===== src/rtl/wr_ctrl_sync.sv =====
// Write-side controller for the dual-clock FIFO: write pointer, read-pointer synchronizer, registered flags.
// Define WR_CTRL_OVF_EN to build the sticky overflow flag (wovf / wovf_clr ports).
module wr_ctrl_sync #(
    parameter int unsigned ADDR_WIDTH  = 4,
    parameter int unsigned SYNC_STAGES = 2
) (
    input  logic                  w_clk,
    input  logic                  w_rst,
    input  logic                  winc,
    input  logic [ADDR_WIDTH:0]   af_thresh,
    input  logic [ADDR_WIDTH:0]   r_ptr_gray,
    output logic                  wen,
    output logic [ADDR_WIDTH-1:0] waddr,
    output logic [ADDR_WIDTH:0]   w_ptr_gray,
    output logic                  wfull,
    output logic                  walmost_full,
    output logic [ADDR_WIDTH:0]   wlevel
`ifdef WR_CTRL_OVF_EN
    ,
    output logic                  wovf,
    input  logic                  wovf_clr
`endif
);

    localparam logic [ADDR_WIDTH:0] DEPTH = {1'b1, {ADDR_WIDTH{1'b0}}};

    logic [ADDR_WIDTH:0] wbin;
    logic [ADDR_WIDTH:0] wbin_next;
    logic [ADDR_WIDTH:0] rq_gray;
    logic [ADDR_WIDTH:0] rbin_sync;
    logic [ADDR_WIDTH:0] lvl_next;
    logic [ADDR_WIDTH:0] sync_q [SYNC_STAGES];

    assign wen       = winc & ~wfull;
    assign waddr     = wbin[ADDR_WIDTH-1:0];
    assign wbin_next = wbin + {{ADDR_WIDTH{1'b0}}, wen};

    always_ff @(posedge w_clk or negedge w_rst) begin
        if (!w_rst) begin
            wbin       <= '0;
            w_ptr_gray <= '0;
        end else begin
            wbin       <= wbin_next;
            w_ptr_gray <= wbin_next ^ (wbin_next >> 1);
        end
    end

    // First stage samples the foreign-domain pointer directly, no logic in front.
    always_ff @(posedge w_clk or negedge w_rst) begin
        if (!w_rst) begin
            for (int unsigned i = 0; i < SYNC_STAGES; i++) begin
                sync_q[i] <= '0;
            end
        end else begin
            sync_q[0] <= r_ptr_gray;
            for (int unsigned i = 1; i < SYNC_STAGES; i++) begin
                sync_q[i] <= sync_q[i-1];
            end
        end
    end

    assign rq_gray = sync_q[SYNC_STAGES-1];

    always_comb begin
        rbin_sync = '0;
        for (int unsigned i = 0; i <= ADDR_WIDTH; i++) begin
            rbin_sync[i] = ^(rq_gray >> i);
        end
    end

    // Flags use next-state pointer so a filling write raises wfull on its own edge.
    assign lvl_next = wbin_next - rbin_sync;

    always_ff @(posedge w_clk or negedge w_rst) begin
        if (!w_rst) begin
            wlevel       <= '0;
            wfull        <= 1'b0;
            walmost_full <= 1'b0;
        end else begin
            wlevel       <= lvl_next;
            wfull        <= (lvl_next == DEPTH);
            walmost_full <= (lvl_next >= af_thresh);
        end
    end

`ifdef WR_CTRL_OVF_EN
    always_ff @(posedge w_clk or negedge w_rst) begin
        if (!w_rst) begin
            wovf <= 1'b0;
        end else if (winc && wfull) begin
            wovf <= 1'b1;
        end else if (wovf_clr) begin
            wovf <= 1'b0;
        end
    end
`endif

endmodule


===== config.mk =====
export PLATFORM = sky130hd
export DESIGN_NAME = wr_ctrl_sync
export DESIGN_NICKNAME = d
export VERILOG_FILES = /design/src/rtl/wr_ctrl_sync.sv
export SDC_FILE = /design/constraint.sdc
export NUM_CORES = 1
export LEC_CHECK = 0
export BUFFER_PORTS_ARGS = -buffer_cell sky130_fd_sc_hd__buf_2
export CORE_MARGIN = 2
export CORE_UTILIZATION = 55
export CTS_CLUSTER_DIAMETER = 120
export CTS_CLUSTER_SIZE = 16
export DETAILED_ROUTE_END_ITERATION = 10
export GPL_TIMING_DRIVEN = 0
export PLACE_DENSITY_LB_ADDON = 0.12
export SYNTH_ARGS = -nofsm -noshare
export SYNTH_HDL_FRONTEND = slang
export SYNTH_SLANG_ARGS = --single-unit

===== constraint.sdc =====
create_clock -name w_clk -period 8.7 [get_ports w_clk]
set_input_delay 1.74 -clock w_clk [delete_from_list [all_inputs] [get_ports w_clk]]
set_output_delay 1.74 -clock w_clk [all_outputs]
set_load 0.1 [all_outputs]

Word-level counts from Yosys, hierarchy flattened --
Index checks and enable logic that the tools add are counted.
Storage, ports and cells: register bits after elaboration 27, bits of input ports 13, logic and storage cells 19
Operators by class: add/subtract/negate cells 2, $lt $le $gt $ge 1, equality and inequality tests 1, bitwise gates (word level) 3, reduce and logical (&&, ||, !) cells 5
Operators by type and width (count):
- $reduce_xor 5->1 | 5
- $add 5x1->5 | 1
- $eq 5x5->1 const B | 1
- $ge 5x5->1 | 1
- $sub 5x5->5 | 1
- $xor 5x4->5 | 1
- $and 1x1->1 | 1
- $not 1->1 | 1

Logic depth before layout (Yosys ltp) --
Gate-level depths: netlist of run 1.
word-level depth 5, mapped depth 12, gate-level depth less buffers 12

Least setup slack after synthesis of run 1 --
Ideal clock, no wire load.
path type input to register, start input port winc, end register walmost_full, library setup time 118 ps, arrival 5251 ps, path slack 3331 ps, stages on the path 9, path buffers 0, path through nor2b_1 > nand2_1 > xor2_1 > fa_1 > and2b_2 > a221o_1 > xnor3_2 > ha_1 > a21o_1
Between the ends: cells in the longest elaborated chain, start to end 4
Ends and longest elaborated chain:
- start, declared | RTL line 9 | input logic winc,
- $and 1x1->1 | RTL line 34 | assign wen = winc & ~wfull;
- $add 5x1->5 | RTL line 36 | assign wbin_next = wbin + {{ADDR_WIDTH{1'b0}}, wen};
- $sub 5x5->5 | RTL line 72 | assign lvl_next = wbin_next - rbin_sync;
- via lvl_next[4] | RTL line 31 | logic [ADDR_WIDTH:0] lvl_next;
- $ge 5x5->1 | RTL line 82 | walmost_full <= (lvl_next >= af_thresh);
- end signal, assigned | RTL line 82
- end, declared | RTL line 16 | output logic walmost_full,
The timed path passes the listed nets, and every way through them passes these cells.

Final worst setup path of run 1 --
start input port winc, end output port wen
Between the ends: cells in the longest elaborated chain, start to end 1
Ends and longest elaborated chain:
- $and 1x1->1 | RTL line 34
- end, declared | RTL line 12 | output logic wen,
Every way passes these cells.

==> out/qor.yml, run 1 <==
cts_setup_buffers: 0
syn_nets: 108
ys_ff_latch: 26
grt_pass1_wl_mm: 2.97
area_growth_pct: 19.8
routed_via_density: 4.67
period_needed_ps: 4360
hp-start: "sync_q[5]$_DFF_PN0_"
use_met1_pct: 19.6
r2r_end: "walmost_full$_DFF_PN0_"
synth_area_leaders: "dfrtp_1 56%, ha_1 9.6%, xnor2_1 8.2%"
multi_input_area_sq_um: 469
synth_area_per_cell_sq_um: 13.7
fillerInstances: 138
place_area_sq_um: 1350
timing.final.ws_setup_ps: 4340
synth_top_cell_area_share_pct: 55.7
path_max_fanout: 5
synth_top_area_cell: "dfrtp_1"
path_clk_slew_ps: 130
drive_gt1_share_pct: 32.2
reg2reg_from: "rq_gray[4]$_DFF_PN0_"
max_slew_margin_pct: 63.6
dpl.cell_count: 141
final-hold-violation-count: 0
postSynthCellCount: 85
antenna_found_initial: 0
synth_common_cells: "26 x dfrtp_1, 11 x xnor2_1, 9 x ha_1, 9 x inv_1, 5 x xor2_1"
grt_setup_unrepaired: "false"
cp-endpoint: "wen"
fp.dieH_um: 50.1
synth_ff_type: "dfrtp_1"
routabilityCongestion: 0.697
clock-sinks: 26
use_met3_pct: 4.24
htreeDepth: 1
clockBufferDepth: 2
clk_latency_ps: 320
core_area_sq_um: 1980
period_share_pct: 50.1
yosys_warnings: 0
cts_buffers: 3
r2r_cells: 11
ant_nets: 0
ios: 30
gr-total-overflow: 0
skew_ps: 7.58
place_ws_ps: 4310
cap_viol_max_count: 0
end_kind: "output pin"
start_util_pct: 59.0
fin_area_sq_um: 1400
hpwl_mm: 1.26
std_cell_rows: 16
post_cts_resized: 0
drt_pass1_iterations: 3
status: "finished, final reports clean"
antenna_cells: 0
worst_slew_pin_slew_ps: 546
cts_tree: "yes"
startpoint_type: "input pin"
route.detailed.drc: 0
seq_area_frac_synth_pct: 55.7
grt_pass1_vias: 665
die_area_sq_um: 2510
fmax_mhz: 229
cp.required_ps: 6960
fin_setup_tns_ps: 0
nets: 142
finalSetupViolations: 0
crit_start: "winc"
wl_per_cell_um: 11.5
criticalPathCategory: "in2out"
hp-class: "reg2reg"
crit_arrival_ps: 2620
slew_viol_final: 0
drtIter0Drc: 3
grt_use_met2_pct: 27.9
io_buffers: 29
synth-async-reset-ratio_pct: 100
grt_max_degree: 27
final-instance-count-excl-fill: 145
busiest_layer: "met2"
drt_wl_total_mm: 1.67
netlist_area_sq_um: 1170
reg2reg_slack_ps: 5360
ctsHoldBuffers: 0
yosysUniqueCellTypes: 22
seq_area_sq_um: 651
grtUsageTotal_pct: 16.2
die_w_um: 50.1
vias: 677
cts_root_buffer: "clkbuf_4"
synth_edf_count: 0
yosys.cell_count.top_type: "dfrtp_1"
-- flip-flops by register name (all words and copies together) (netlist names) --
| register | cells |
|---|---|
| walmost_full | 1 |
| wfull | 1 |
| sync_q | 5 |
| wlevel | 5 |
| wbin | 4 |
| rq_gray | 5 |
| w_ptr_gray | 5 |
-- worst min-delay path by stage --
| stage | endpoint | slack, ps | cells after the start |
|---|---|---|---|
| 6_report | rq_gray[0]$_DFF_PN0_ | 360 | 0 |
| 3_3_place_gp | rq_gray[3]$_DFF_PN0_ | 330 | 0 |
| 3_5_place_dp | rq_gray[0]$_DFF_PN0_ | 340 | 0 |
| 4_1_cts | rq_gray[0]$_DFF_PN0_ | 370 | 0 |
| 2_1_floorplan | rq_gray[0]$_DFF_PN0_ | 330 | 0 |
| 5_1_grt | rq_gray[0]$_DFF_PN0_ | 370 | 0 |
-- critical path, cell delays in order --
cell and delay (ps):
buf_2 80, nor2b_1 300, buf_2 500
-- metrics by stage --
step | hold slack (ps) | util [%]
finish | 362 | 70.6
global route | 373 | 70.6
CTS | 368 | 70.6
detailed placement | 336 | 68.0
global placement | 331 | 68.0
floorplan | 331 | -
-- area by class of cell --
class                      count  share of cell area (%)
sequential                    26                    46.5
multi-input combinational     48                    33.5
timing repair buffer          29                    10.4
inverter                       9                    2.41
tap                           27                    2.41
clock inverter                 1                    2.14
clock buffer                   3                    1.61
buffer                         2                    1.07
-- cells by family (layout without fill, tap and decap cells) --
logic type	after synthesis	after routing	share of synthesized area (%)
AO/OA/AOI/OAI	8	8	5.57
AND/OR/NAND/NOR	12	12	7.28
XOR/XNOR	18	18	16.0
adder cells (fa/ha/maj)	10	10	11.3
buffers and inverters	11	44	4.18
flip-flops	26	26	55.7
-- routing by layer --
layer  vias up  share of wire [%]
li1        345                  -
met1       306                 41
met2        24                 51
met3         2                6.4
met4         0                1.2
met5         -                  0
-- placed cells by master, fill, tap and decap left out --
cell | synthesis | final
nand3_1 | 1 | 1
clkbuf_1 | 1 | 1
xor2_1 | 5 | 5
clkbuf_4 | 0 | 3
xnor2_1 | 11 | 11
a221o_1 | 1 | 1
dfrtp_1 | 26 | 26
buf_2 | 0 | 29
nor2b_1 | 2 | 2
nand2b_1 | 1 | 1
ha_1 | 9 | 9
fa_1 | 1 | 1
a21oi_1 | 2 | 2
a221oi_2 | 1 | 1
buf_6 | 1 | 1
and4b_1 | 1 | 1
bufinv_16 | 0 | 1
xnor3_1 | 1 | 1
xnor3_2 | 1 | 1
a21o_1 | 4 | 4
nor4b_4 | 1 | 1
inv_1 | 9 | 9
and2b_2 | 1 | 1
nand2_1 | 3 | 3
nor2_1 | 2 | 2
Power of run 1 is not shown: default switching activity piles up to over one toggle a cycle in this logic, so the estimate is an artifact.
==> run 2: changes to the inputs <==
--- a/config.mk
+++ b/config.mk
@@ -6,8 +6,9 @@
 export NUM_CORES = 1
 export LEC_CHECK = 0
 export BUFFER_PORTS_ARGS = -buffer_cell sky130_fd_sc_hd__buf_2
+export CORE_ASPECT_RATIO = 1.75
 export CORE_MARGIN = 2
-export CORE_UTILIZATION = 55
+export CORE_UTILIZATION = 51
 export CTS_CLUSTER_DIAMETER = 120
 export CTS_CLUSTER_SIZE = 16
 export DETAILED_ROUTE_END_ITERATION = 10
==> constraint.sdc (replaced) <==
create_clock -name w_clk -period 4.05 [get_ports w_clk]
set_input_delay 0.81 -clock w_clk [delete_from_list [all_inputs] [get_ports w_clk]]
set_output_delay 0.81 -clock w_clk [all_outputs]
set_load 0.1 [all_outputs]
==> run 2 against run 1 <==
Against the previous run:
- non-clock buffer count unchanged
- register-to-register slack worse by 4700 ps
- utilization down 7.4 points
- count of clock-buffer cells in the layout unchanged
- highest routed layer unchanged
- largest cell class unchanged
- first-iteration DRC count rose to 3.0 times the previous value
==> out/qor.yml, run 2 (synthesis results as in run 1) <==
status: "finished, final reports clean"
fin_setup_tns_ps: 0  # unchanged
max_slew_margin_pct: 62.8  # -0.76 points
fmax_mhz: 292
fp.dieH_um: 67.3  # +34%
io_buffers: 29  # unchanged
clockBufferDepth: 2  # unchanged
route.detailed.drc: 0  # unchanged
die_area_sq_um: 2710  # +7.8%
startpoint_type: "flip-flop"
slew_viol_final: 0  # unchanged
path_max_fanout: 3  # -2
start_util_pct: 52.1  # -6.9 points
wl_met2_mm: 1.04  # +22%
finalSetupViolations: 0  # unchanged
antenna_cells: 0  # unchanged
grt_setup_unrepaired: "false"
gr-total-overflow: 0  # unchanged
area_growth_pct: 21.4
ios: 30  # unchanged
hpwl_mm: 1.38  # +9.3%
final_common_cell: "buf_2"
grt_max_degree: 27  # unchanged
core_area_sq_um: 2240  # +13%
cts_tree: "yes"
skew_ps: 1.25  # -6.33 ps
met1_length_um: 649  # -5.8%
antenna_found_initial: 0  # unchanged
cap_viol_max_count: 0  # unchanged
seq_area_sq_um: 651  # unchanged
cts_buffers: 3  # unchanged
crit_arrival_ps: 3600  # +980 ps
nets: 142  # unchanged
grtUsageTotal_pct: 17.6  # +1.4 points
wl_per_cell_um: 12.7  # +11%
criticalPathCategory: "reg2reg"
final-hold-violation-count: 0  # unchanged
slowest_delay_ps: 410  # -90 ps
dpl.cell_count: 139  # -1.4%
drtIter0Drc: 9  # +6
multi_input_area_sq_um: 472  # +0.53%
layout_common_cells: "29 x buf_2, 26 x dfrtp_1, 11 x xnor2_1"
period_needed_ps: 3430
drt_pass1_iterations: 4  # +1
clk_latency_ps: 270  # -50 ps
period_share_pct: 84.6
routed-wl-met3_um: 87  # -19%
final_util_pct: 63.2  # -7.4 points
routabilityCongestion: 0.767  # +10%
die_w_um: 40.2  # -20%
routed_via_density: 5.01  # +7.4%
end_kind: "flip-flop"
grt_pass1_wl_mm: 3.15  # +6.1%
clock-sinks: 26  # unchanged
post_cts_resized: 0  # unchanged
hold_slack_ps: 354  # -8.31 ps
vias: 717  # +5.9%
hp-class: "reg2reg"
ctsHoldBuffers: 0  # unchanged
cts_root_buffer: "clkbuf_8"
fillerInstances: 182  # +32%
worst_slew_pin_slew_ps: 558  # +11.5 ps
drt_wl_total_mm: 1.82  # +9.5%
std_cell_rows: 23  # +7
cp_slowest_cell: "xnor3_2"
ant_nets: 0  # unchanged
cp.required_ps: 4220  # -2740 ps
path_clk_slew_ps: 80  # -50 ps
cts_setup_buffers: 0  # unchanged
final-instance-count-excl-fill: 143  # -1.4%
path_cells: "xnor2_1, xor2_1, xor2_1, xnor2_1, ha_1, fa_1, and2b_2, a221o_1, xnor3_2, ha_1, a21o_1"
htreeDepth: 1  # unchanged
grt_pass1_vias: 728  # +9.5%
drive_gt1_share_pct: 33.1  # +0.85 points
top_layer: "met4"
[run 2: cell counts in the layout (fill, tap and decap cells not counted)]
Identical to the previous run, type by type.
[run 2: routing by layer]
layer  global-route usage, %  vias to the layer above
met5                       0                        -
met1                    19.7                      349
met3                    2.30                        5
met2                    30.2                       25
li1                        -                      338
met4                    10.0                        0
[run 2: stage by stage]
| step | worst slack (ps) | area (sq um) |
|---|---|---|
| 5_1_grt | 413 | 1420 |
| 6_report | 623 | 1420 |
| 4_1_cts | 560 | 1420 |
| 2_1_floorplan | 162 | 1170 |
| 3_5_place_dp | 582 | 1350 |
| 3_3_place_gp | 654 | 1350 |
[run 2: final cells by class]
| class | instances | area share [%] |
|---|---|---|
| sequential | 26 | 45.9 |
| multi-input combinational | 48 | 33.2 |
| timing repair buffer | 29 | 10.2 |
| clock buffer | 3 | 2.91 |
| inverter | 9 | 2.38 |
| tap | 25 | 2.20 |
| clock inverter | 1 | 2.12 |
| buffer | 2 | 1.06 |
[run 2: final timing paths]
kind                                 startpoint                       to  slack, ps  depth (start not counted)
max                        rq_gray[4]$_DFF_PN0_   walmost_full$_DFF_PN0_        620                         11
min                         sync_q[9]$_DFF_PN0_     rq_gray[4]$_DFF_PN0_        350                          0
max reg2reg                rq_gray[4]$_DFF_PN0_   walmost_full$_DFF_PN0_        620                         11
min reg2reg                 sync_q[9]$_DFF_PN0_     rq_gray[4]$_DFF_PN0_        350                          0
max in group asynchronous                 w_rst  w_ptr_gray[4]$_DFF_PN0_       3160                          1
min in group asynchronous                 w_rst  w_ptr_gray[0]$_DFF_PN0_        520                          1
[run 2: worst max-delay path, delay by kind of cell, from the launching register on]
| family | cells | cell delay (ps) |
|---|---|---|
| xor gates and xnor gates | 5 | 1480 |
| adders and majority gates | 3 | 730 |
| AOI/OAI and AO/OA | 2 | 490 |
| DFF | 1 | 390 |
| and+or+nand+nor | 1 | 230 |
Power of run 2 is left out for the same reason.
==> run 3: changes to the inputs <==
==> constraint.sdc (replaced) <==
create_clock -name w_clk -period 3.55 [get_ports w_clk]
set_input_delay 0.71 -clock w_clk [delete_from_list [all_inputs] [get_ports w_clk]]
set_output_delay 0.71 -clock w_clk [all_outputs]
set_load 0.1 [all_outputs]
==> run 3 against run 2 <==
Against the previous run:
- sequential share of layout area is 0.35 points lower
- final area is 0.97% higher
- worst hold slack hardly changed
- wire length rose by 3.7%
- register-to-register slack got worse by 420 ps
- clock skew is 1.5 ps higher
- cell count stayed put
- non-clock buffer count did not move
- first-iteration DRC count fell by 11%
- global-route usage shrank 0.054 points
- count of clock-buffer cells in the layout is the same
- die area unchanged
- critical path type unchanged
==> out/qor.yml, run 3 (synthesis results as in run 1) <==
status: "finished, final reports clean"
routed-wl-met3_um: 85  # -2.3%
wl_per_cell_um: 13.2  # +3.7%
final-hold-violation-count: 0  # unchanged
ios: 30  # unchanged
routed_via_density: 5.00  # -0.28%
drive_gt1_share_pct: 34.7  # +1.7 points
ctsHoldBuffers: 0  # unchanged
fin_setup_tns_ps: 0  # unchanged
period_share_pct: 94.3  # +9.7 points
die_w_um: 40.2  # unchanged
slew_viol_final: 0  # unchanged
skew_ps: 2.72  # +1.47 ps
path_max_fanout: 3  # unchanged
start_util_pct: 52.1  # unchanged
path_clk_slew_ps: 90  # about the same
cts_setup_buffers: 0  # unchanged
cap_viol_max_count: 0  # unchanged
worst_slew_pin_slew_ps: 563  # +4.89 ps
place_ws_ps: 120  # -462 ps
met1_length_um: 676  # +4.2%
max_slew_margin_pct: 62.5  # -0.33 points
antenna_found_initial: 0  # unchanged
startpoint_type: "flip-flop"
grt_pass1_vias: 728  # unchanged
finalSetupViolations: 0  # unchanged
grtUsageTotal_pct: 17.6  # -0.054 points
drt_pass1_iterations: 2  # -2
io_buffers: 29  # unchanged
die_area_sq_um: 2710  # unchanged
criticalPathCategory: "reg2reg"
path_cells: "xnor2_2, xor2_1, xor2_1, xnor2_1, ha_1, fa_1, and2b_2, a221o_1, xnor3_2, ha_1, a21o_1"
cp.required_ps: 3720  # -500 ps
ant_nets: 0  # unchanged
clk_latency_ps: 270  # about the same
hp-class: "reg2reg"
grt_setup_unrepaired: "false"
hpwl_mm: 1.45  # +5.0%
cts_tree: "yes"
area_growth_pct: 22.6
grt_pass1_wl_mm: 3.12  # -1.1%
seq_area_sq_um: 652  # +0.19%
wl_met2_mm: 1.09  # +4.7%
clockBufferDepth: 2  # unchanged
vias: 715  # -0.28%
crit_arrival_ps: 3520  # -80 ps
nets: 142  # unchanged
htreeDepth: 1  # unchanged
final_common_cell: "buf_2"
route.detailed.drc: 0  # unchanged
timing.final.ws_setup_ps: 201  # -422 ps
core_area_sq_um: 2240  # unchanged
grt_max_degree: 27  # unchanged
fillerInstances: 186  # +2.2%
fp.dieH_um: 67.3  # unchanged
cts_root_buffer: "clkbuf_8"
drtIter0Drc: 8  # -1
antenna_cells: 0  # unchanged
end_kind: "flip-flop"
multi_input_area_sq_um: 484  # +2.7%
cp_slowest_cell: "xnor3_2"
std_cell_rows: 23  # unchanged
top_layer: "met4"
clock-sinks: 26  # unchanged
period_needed_ps: 3350  # -78.0 ps
routabilityCongestion: 0.743  # -3.1%
fmax_mhz: 299  # +2.3%
layout_common_cells: "29 x buf_2, 25 x dfrtp_1, 10 x xnor2_1"
slowest_delay_ps: 410  # about the same
drt_wl_total_mm: 1.89  # +3.7%
gr-total-overflow: 0  # unchanged
cts_buffers: 3  # unchanged
worst-path-buf-inv: 0  # unchanged
path_delay_family: "XOR/XNOR gates"
==> run 3: what timing repair did <==
item,CTS,global route
resized for setup,0,1
endpoints found under the setup margin,0,1
hold endpoints to repair,0,0
==> run 3: final timing paths <==
path	from	end	slack, ps	depth (start not counted)
max in group asynchronous	w_rst	wfull$_DFF_PN0_	2730	1
hold / removal	sync_q[6]$_DFF_PN0_	rq_gray[1]$_DFF_PN0_	350	0
min in group asynchronous	w_rst	w_ptr_gray[0]$_DFF_PN0_	420	1
setup reg to reg	rq_gray[3]$_DFF_PN0_	walmost_full$_DFF_PN0_	200	11
setup / recovery	rq_gray[3]$_DFF_PN0_	walmost_full$_DFF_PN0_	200	11
hold reg to reg	sync_q[6]$_DFF_PN0_	rq_gray[1]$_DFF_PN0_	350	0
==> run 3: worst reg2reg max path, stage by stage, from the launching register on <==
cell	delay, ps
dfrtp_1	400
xnor2_2	250
xor2_1	270
xor2_1	320
xnor2_1	160
ha_1	210
fa_1	230
and2b_2	230
a221o_1	330
xnor3_2	410
ha_1	290
a21o_1	150
==> run 3: through the flow <==
step,area [sq um],utilization (%),instances,hold WS [ps]
2_1_floorplan,1180,-,85,331
3_3_place_gp,1350,60.3,139,332
3_5_place_dp,1350,60.3,139,336
4_1_cts,1430,63.5,143,356
5_1_grt,1430,63.8,143,364
6_report,1430,63.8,143,354
==> run 3: layout make-up <==
| cell class | count | area share, % |
|---|---|---|
| Tap cell | 25 | 2.18 |
| Inverter | 9 | 2.36 |
| Multi-Input combinational cell | 48 | 33.8 |
| Clock inverter | 1 | 2.10 |
| Buffer | 2 | 1.05 |
| Timing Repair Buffer | 29 | 10.1 |
| Sequential cell | 26 | 45.5 |
| Clock buffer | 3 | 2.88 |
==> run 3: layer usage <==
| layer | track usage [%] | vias up |
|---|---|---|
| met5 | 0 | - |
| met4 | 10.0 | 0 |
| met3 | 3.29 | 4 |
| met2 | 30.0 | 23 |
| met1 | 19.1 | 350 |
| li1 | - | 338 |
Power of run 3 is left out for the same reason.
